<file path="src/rtl/input_capture_if.sv">
// input_capture_if: switch/enable inputs and colour/status outputs of the player-input front end
interface input_capture_if;
  logic       enable;
  logic [3:0] sw;
  logic [1:0] colour_o;
  logic       colour_valid;
  logic       invalid_o;
  logic       timeout_o;
  logic       busy;
  modport master (output enable, sw, input colour_o, colour_valid, invalid_o, timeout_o, busy);
  modport slave (input enable, sw, output colour_o, colour_valid, invalid_o, timeout_o, busy);
endinterface

</file>
<file path="src/rtl/input_capture.sv">
// input_capture: synchronises and debounces four colour switches into single-cycle colour/invalid/timeout pulses
module input_capture #(
  parameter int DEBOUNCE_CYCLES = 500_000,
  parameter int TIMEOUT_CYCLES  = 250_000_000
) (
  input logic             clk,
  input logic             reset,
  input_capture_if.slave  bus
);
  localparam int DW = $clog2(DEBOUNCE_CYCLES);
  localparam int TW = $clog2(TIMEOUT_CYCLES);
  localparam logic [DW-1:0] D_LOAD = DW'(DEBOUNCE_CYCLES - 1);
  localparam logic [TW-1:0] T_LOAD = TW'(TIMEOUT_CYCLES - 1);
  localparam logic [2:0] IDLE         = 3'd0;
  localparam logic [2:0] WAIT_PRESS   = 3'd1;
  localparam logic [2:0] DEBOUNCE     = 3'd2;
  localparam logic [2:0] WAIT_RELEASE = 3'd3;
  localparam logic [2:0] LOCKED       = 3'd4;
  logic [2:0]    state;
  logic [3:0]    s1, s_sw, pat;
  logic [DW-1:0] dcnt;
  logic [TW-1:0] tcnt;
  logic          one_hot;
  logic [1:0]    enc;
  assign one_hot  = (pat != 4'd0) && ((pat & (pat - 4'd1)) == 4'd0);
  assign enc      = {pat[3] | pat[2], pat[3] | pat[1]};
  assign bus.busy = (state == DEBOUNCE) || (state == WAIT_RELEASE);
  always_ff @(posedge clk or posedge reset) begin
    if (reset) begin
      state            <= IDLE;
      s1               <= '0;
      s_sw             <= '0;
      pat              <= '0;
      dcnt             <= '0;
      tcnt             <= '0;
      bus.colour_o     <= '0;
      bus.colour_valid <= 1'b0;
      bus.invalid_o    <= 1'b0;
      bus.timeout_o    <= 1'b0;
    end else begin
      s1               <= bus.sw;
      s_sw             <= s1;
      bus.colour_valid <= 1'b0;
      bus.invalid_o    <= 1'b0;
      bus.timeout_o    <= 1'b0;
      // dropping enable abandons whatever is in flight, including a pulse due this cycle
      if (!bus.enable) state <= IDLE;
      else begin
        case (state)
          IDLE: begin
            state <= WAIT_PRESS;
            tcnt  <= T_LOAD;
          end
          WAIT_PRESS: begin
            if (s_sw != 4'd0) begin
              pat   <= s_sw;
              dcnt  <= D_LOAD;
              state <= DEBOUNCE;
            end else if (tcnt == '0) begin
              bus.timeout_o <= 1'b1;
              state         <= LOCKED;
            end else tcnt <= tcnt - TW'(1);
          end
          DEBOUNCE: begin
            if (s_sw != pat) begin
              pat  <= s_sw;
              dcnt <= D_LOAD;
              if (s_sw == 4'd0) state <= WAIT_PRESS;
            end else if (dcnt != '0) dcnt <= dcnt - DW'(1);
            else begin
              if (one_hot) begin
                bus.colour_valid <= 1'b1;
                bus.colour_o     <= enc;
              end else bus.invalid_o <= 1'b1;
              dcnt  <= D_LOAD;
              state <= WAIT_RELEASE;
            end
          end
          WAIT_RELEASE: begin
            if (s_sw != 4'd0) dcnt <= D_LOAD;
            else if (dcnt != '0) dcnt <= dcnt - DW'(1);
            else begin
              state <= WAIT_PRESS;
              tcnt  <= T_LOAD;
            end
          end
          LOCKED: ;
          default: state <= IDLE;
        endcase
      end
    end
  end
endmodule

</file>
<file path="src/flat_wrapper.sv">
// flat-port wrapper written by rule: the top's interface ports become plain ports
module input_capture_flat 
#(
  parameter int DEBOUNCE_CYCLES = 500_000,
  parameter int TIMEOUT_CYCLES  = 250_000_000
)
  (clk, reset, bus_enable, bus_sw, bus_colour_o, bus_colour_valid, bus_invalid_o, bus_timeout_o, bus_busy);
  input_capture_if bus_i ();
  input logic clk;
  input logic reset;
  input wire logic [$bits(bus_i.enable)-1:0] bus_enable;
  input wire logic [$bits(bus_i.sw)-1:0] bus_sw;
  output wire logic [$bits(bus_i.colour_o)-1:0] bus_colour_o;
  output wire logic [$bits(bus_i.colour_valid)-1:0] bus_colour_valid;
  output wire logic [$bits(bus_i.invalid_o)-1:0] bus_invalid_o;
  output wire logic [$bits(bus_i.timeout_o)-1:0] bus_timeout_o;
  output wire logic [$bits(bus_i.busy)-1:0] bus_busy;
  assign bus_i.enable = bus_enable;
  assign bus_i.sw = bus_sw;
  assign bus_colour_o = bus_i.colour_o;
  assign bus_colour_valid = bus_i.colour_valid;
  assign bus_invalid_o = bus_i.invalid_o;
  assign bus_timeout_o = bus_i.timeout_o;
  assign bus_busy = bus_i.busy;
  input_capture #(.DEBOUNCE_CYCLES(DEBOUNCE_CYCLES), .TIMEOUT_CYCLES(TIMEOUT_CYCLES)) u_core (.clk(clk), .reset(reset), .bus(bus_i));
endmodule
</file>
<file path="config.mk">
export PLATFORM = sky130hd
export DESIGN_NAME = input_capture_flat
export DESIGN_NICKNAME = d
export VERILOG_FILES = /design/src/rtl/input_capture_if.sv /design/src/rtl/input_capture.sv /design/src/flat_wrapper.sv
export SDC_FILE = /design/constraint.sdc
export NUM_CORES = 1
export LEC_CHECK = 0
export CAP_MARGIN = 5
export CORE_MARGIN = 2
export CORE_UTILIZATION = 56
export DETAILED_ROUTE_END_ITERATION = 10
export DONT_BUFFER_PORTS = 1
export PLACE_DENSITY = 0.7
export SKIP_CTS_REPAIR_TIMING = 1
export SLEW_MARGIN = 5
export SYNTH_ARGS = -nofsm -noshare
export SYNTH_HDL_FRONTEND = slang
export SYNTH_SLANG_ARGS = --single-unit
</file>
<file path="constraint.sdc">
create_clock -name clk -period 2.9 [get_ports clk]
set_clock_uncertainty 0.05 [all_clocks]
set_input_delay 0.145 -clock clk [delete_from_list [all_inputs] [get_ports clk]]
set_output_delay 0.145 -clock clk [all_outputs]
set_load 0.02 [all_outputs]
</file>
==> results.md <==
* Status: completed
* Worst Path Max Fanout at 9
* Cts bufs inserted at 9
* VDD IR-drop max at 0.000441 V
* Slew headroom at 35.2%
* Commonest non-fill, non-tap cells in the layout: dfrtp_1, nor2_1, nand2_1
* Slew @ Worst Pin at 0.970 ns
* PwrDens at 511 nW/um2
* Cell variety after synth at 58
* Final Hold Vio Count at 0
* Pwr Total at 2040 uW
* Drt first pass iters at 4
* Largest net degree at the start of global routing at 46
* Initial DRC count at 164
* RSZ-0062 raised after global routing: no
* Worst Setup End Kind: flop
* # IOs at 13
* Placer Congestion at 0.839
* Class of the most critical setup path: flop to flop
* Via count at 2819
* #FFs+latches synth at 67
* DRC at 0
* Yosys top cell area share at 46.8%
* Ys async rst share at 100%
* H-tree levels at 3
* IO Port Bufs at 0
* Max-cap violations at 0
* Sequential area share after synthesis at 46.8%
* Mapped Cells at 366
* Syn. warnings at 0
* DP HPWL at 4930 um
* Worst skew pair latency at 0.35 ns
* Total grt overflow at 0
* Tmin final at 2.73 ns
* Synth area leader: dfrtp_1
* CP Data Arrival Time at 2.91 ns
* FMAX at 366 MHz
* N_diodes at 0
* Total GRT Usage at 22.3%
* Clk sinks at 67
* Share of layout cells above drive strength 1 at 15.6%
* Required time of the critical path at 3.08 ns
* Final setup fails at 0
* Startpoint types: flop
* Wire length per cell at 15.6 um
* Fin util at 63.7%
* Syn Area/Cell at 9.78 um2
* Vias in the first global route at 2708
* Clock transition at the registers of the reported paths at 0.08 ns
* Top_reg_cell synth: dfrtp_1
* Drt total wl at 7310 um
* First-pass GRT wire length at 12600 um
* Chip height at 84.0 um
* Syn Nets at 376
* Final ANT Viol Nets at 0
* Placeable Area at 6280 um2
* Dpl cells at 446
* Synth top area cells: dfrtp_1, nor2_1, xor2_1
* Post-route insts no fill at 468
* Final nets at 396
* Number of flops mapped to enable cells by yosys at 0
* Most common cell after layout, fill and taps aside: dfrtp_1
* Starting Density at 57.0%
* Fin Setup TNS at 0 ns
* Area of the mapped netlist at 3580 um2
* P&R area growth vs syn at 11.8%
* Root buf cell: clkbuf_8
* Worst-case clock buffer depth at 2
* Worst Hold Class: input pin to flop
* CTS tree: yes
* Vias per cell at 6.02
* Full die area at 7050 um2
* Die X at 84.0 um
* Initial antenna violation count at 0
* Site row count at 29
* Crit share post-route at 94.3%
* Leakage Power at 0.00156 uW
* Max-slew violations at 0
* Worst hold slack at 0.118 ns
[flip-flops by register name (all words and copies together) (netlist names)]
register,flops
u_core.tcnt,28
u_core.dcnt,19
u_core.pat,4
u_core.s1,4
u_core.s_sw,4
u_core.state,3
u_core.bus.colour_o,2
u_core.bus.colour_valid,1
u_core.bus.invalid_o,1
u_core.bus.timeout_o,1
[where the power goes]
group	switching (uW)	internal (uW)
sequential	40.1	966
combinational	147	102
clock	368	420
[worst max-delay path: stages (launching register included)]
cell and delay [ns]:
dfrtp_1 0.44, or4_1 0.66, nor4_1 0.45, nand4_1 0.23
nand4_2 0.22, buf_4 0.18, nor4_1 0.04, or3_1 0.35
[layer usage]
metal / vias up / track usage (%) / wire, um
met5: - / 0 / 0
met4: 0 / 9.09 / 159
met3: 15 / 5.64 / 203
met2: 44 / 36.1 / 3590
met1: 1384 / 28.7 / 3360
li1: 1376 / - / -
[through the flow]
stage               setup slack, ns  cell area [um2]
global placement              0.289             3730
floorplan                     0.385             3580
detailed placement            0.227             3730
CTS                           0.213             3940
global route                 0.0346             4000
finish                        0.166             4000
[logic make-up (layout without fill, tap and decap cells)]
| logic type | Yosys count | in the layout | synth area share [%] |
|---|---|---|---|
| buf+inv | 20 | 45 | 2.62 |
| fa+ha+maj | 3 | 3 | 1.05 |
| xor+xnor | 27 | 27 | 6.61 |
| simple gates | 189 | 189 | 30.4 |
| mux | 9 | 9 | 2.69 |
| flops | 67 | 67 | 46.8 |
| compound gates | 51 | 51 | 9.82 |
[cell usage after synthesis (4+ instances only)]
| cell type | instances |
|---|---|
| a211oi_1 | 4 |
| or3_1 | 9 |
| a21oi_1 | 10 |
| xor2_1 | 18 |
| nand2b_1 | 7 |
| nand2_1 | 25 |
| or2_2 | 4 |
| nor4_1 | 15 |
| nand3b_1 | 4 |
| o21ai_0 | 6 |
| nor2b_1 | 6 |
| a31o_2 | 4 |
| or4_1 | 8 |
| xnor2_1 | 9 |
| clkbuf_1 | 8 |
| nand4_1 | 7 |
| o31ai_1 | 5 |
| mux2_2 | 5 |
| and4_1 | 4 |
| and2_1 | 4 |
| nor3_1 | 15 |
| dfrtp_1 | 67 |
| a31oi_1 | 5 |
| nor2_1 | 42 |
| mux2i_1 | 4 |
| nand3_1 | 16 |
| inv_1 | 6 |
[path summary, 6_finish.rpt]
check                      cells past startpoint                   end            from  slack, ns
setup / recovery                               7       u_core.tcnt[13]  u_core.tcnt[5]       0.17
hold / removal                                 3  u_core.bus.timeout_o      bus_enable       0.12
setup reg to reg                               7       u_core.tcnt[13]  u_core.tcnt[5]       0.17
hold reg to reg                                0        u_core.s_sw[1]    u_core.s1[1]       0.30
max in group asynchronous                      3       u_core.dcnt[16]           reset       1.60
min in group asynchronous                      2        u_core.dcnt[3]           reset       0.43
[final cells by class]
type	instances	area (um2)
Clock inverter	6	65.1
Clock buffer	10	138
Multi-Input combinational cell	279	1820
Tap cell	77	96.3
Timing Repair Buffer	23	188
Fill cell	501	2280
Sequential cell	67	1680
Inverter	6	22.5
Note: power is estimated with default switching activity, not from simulation.
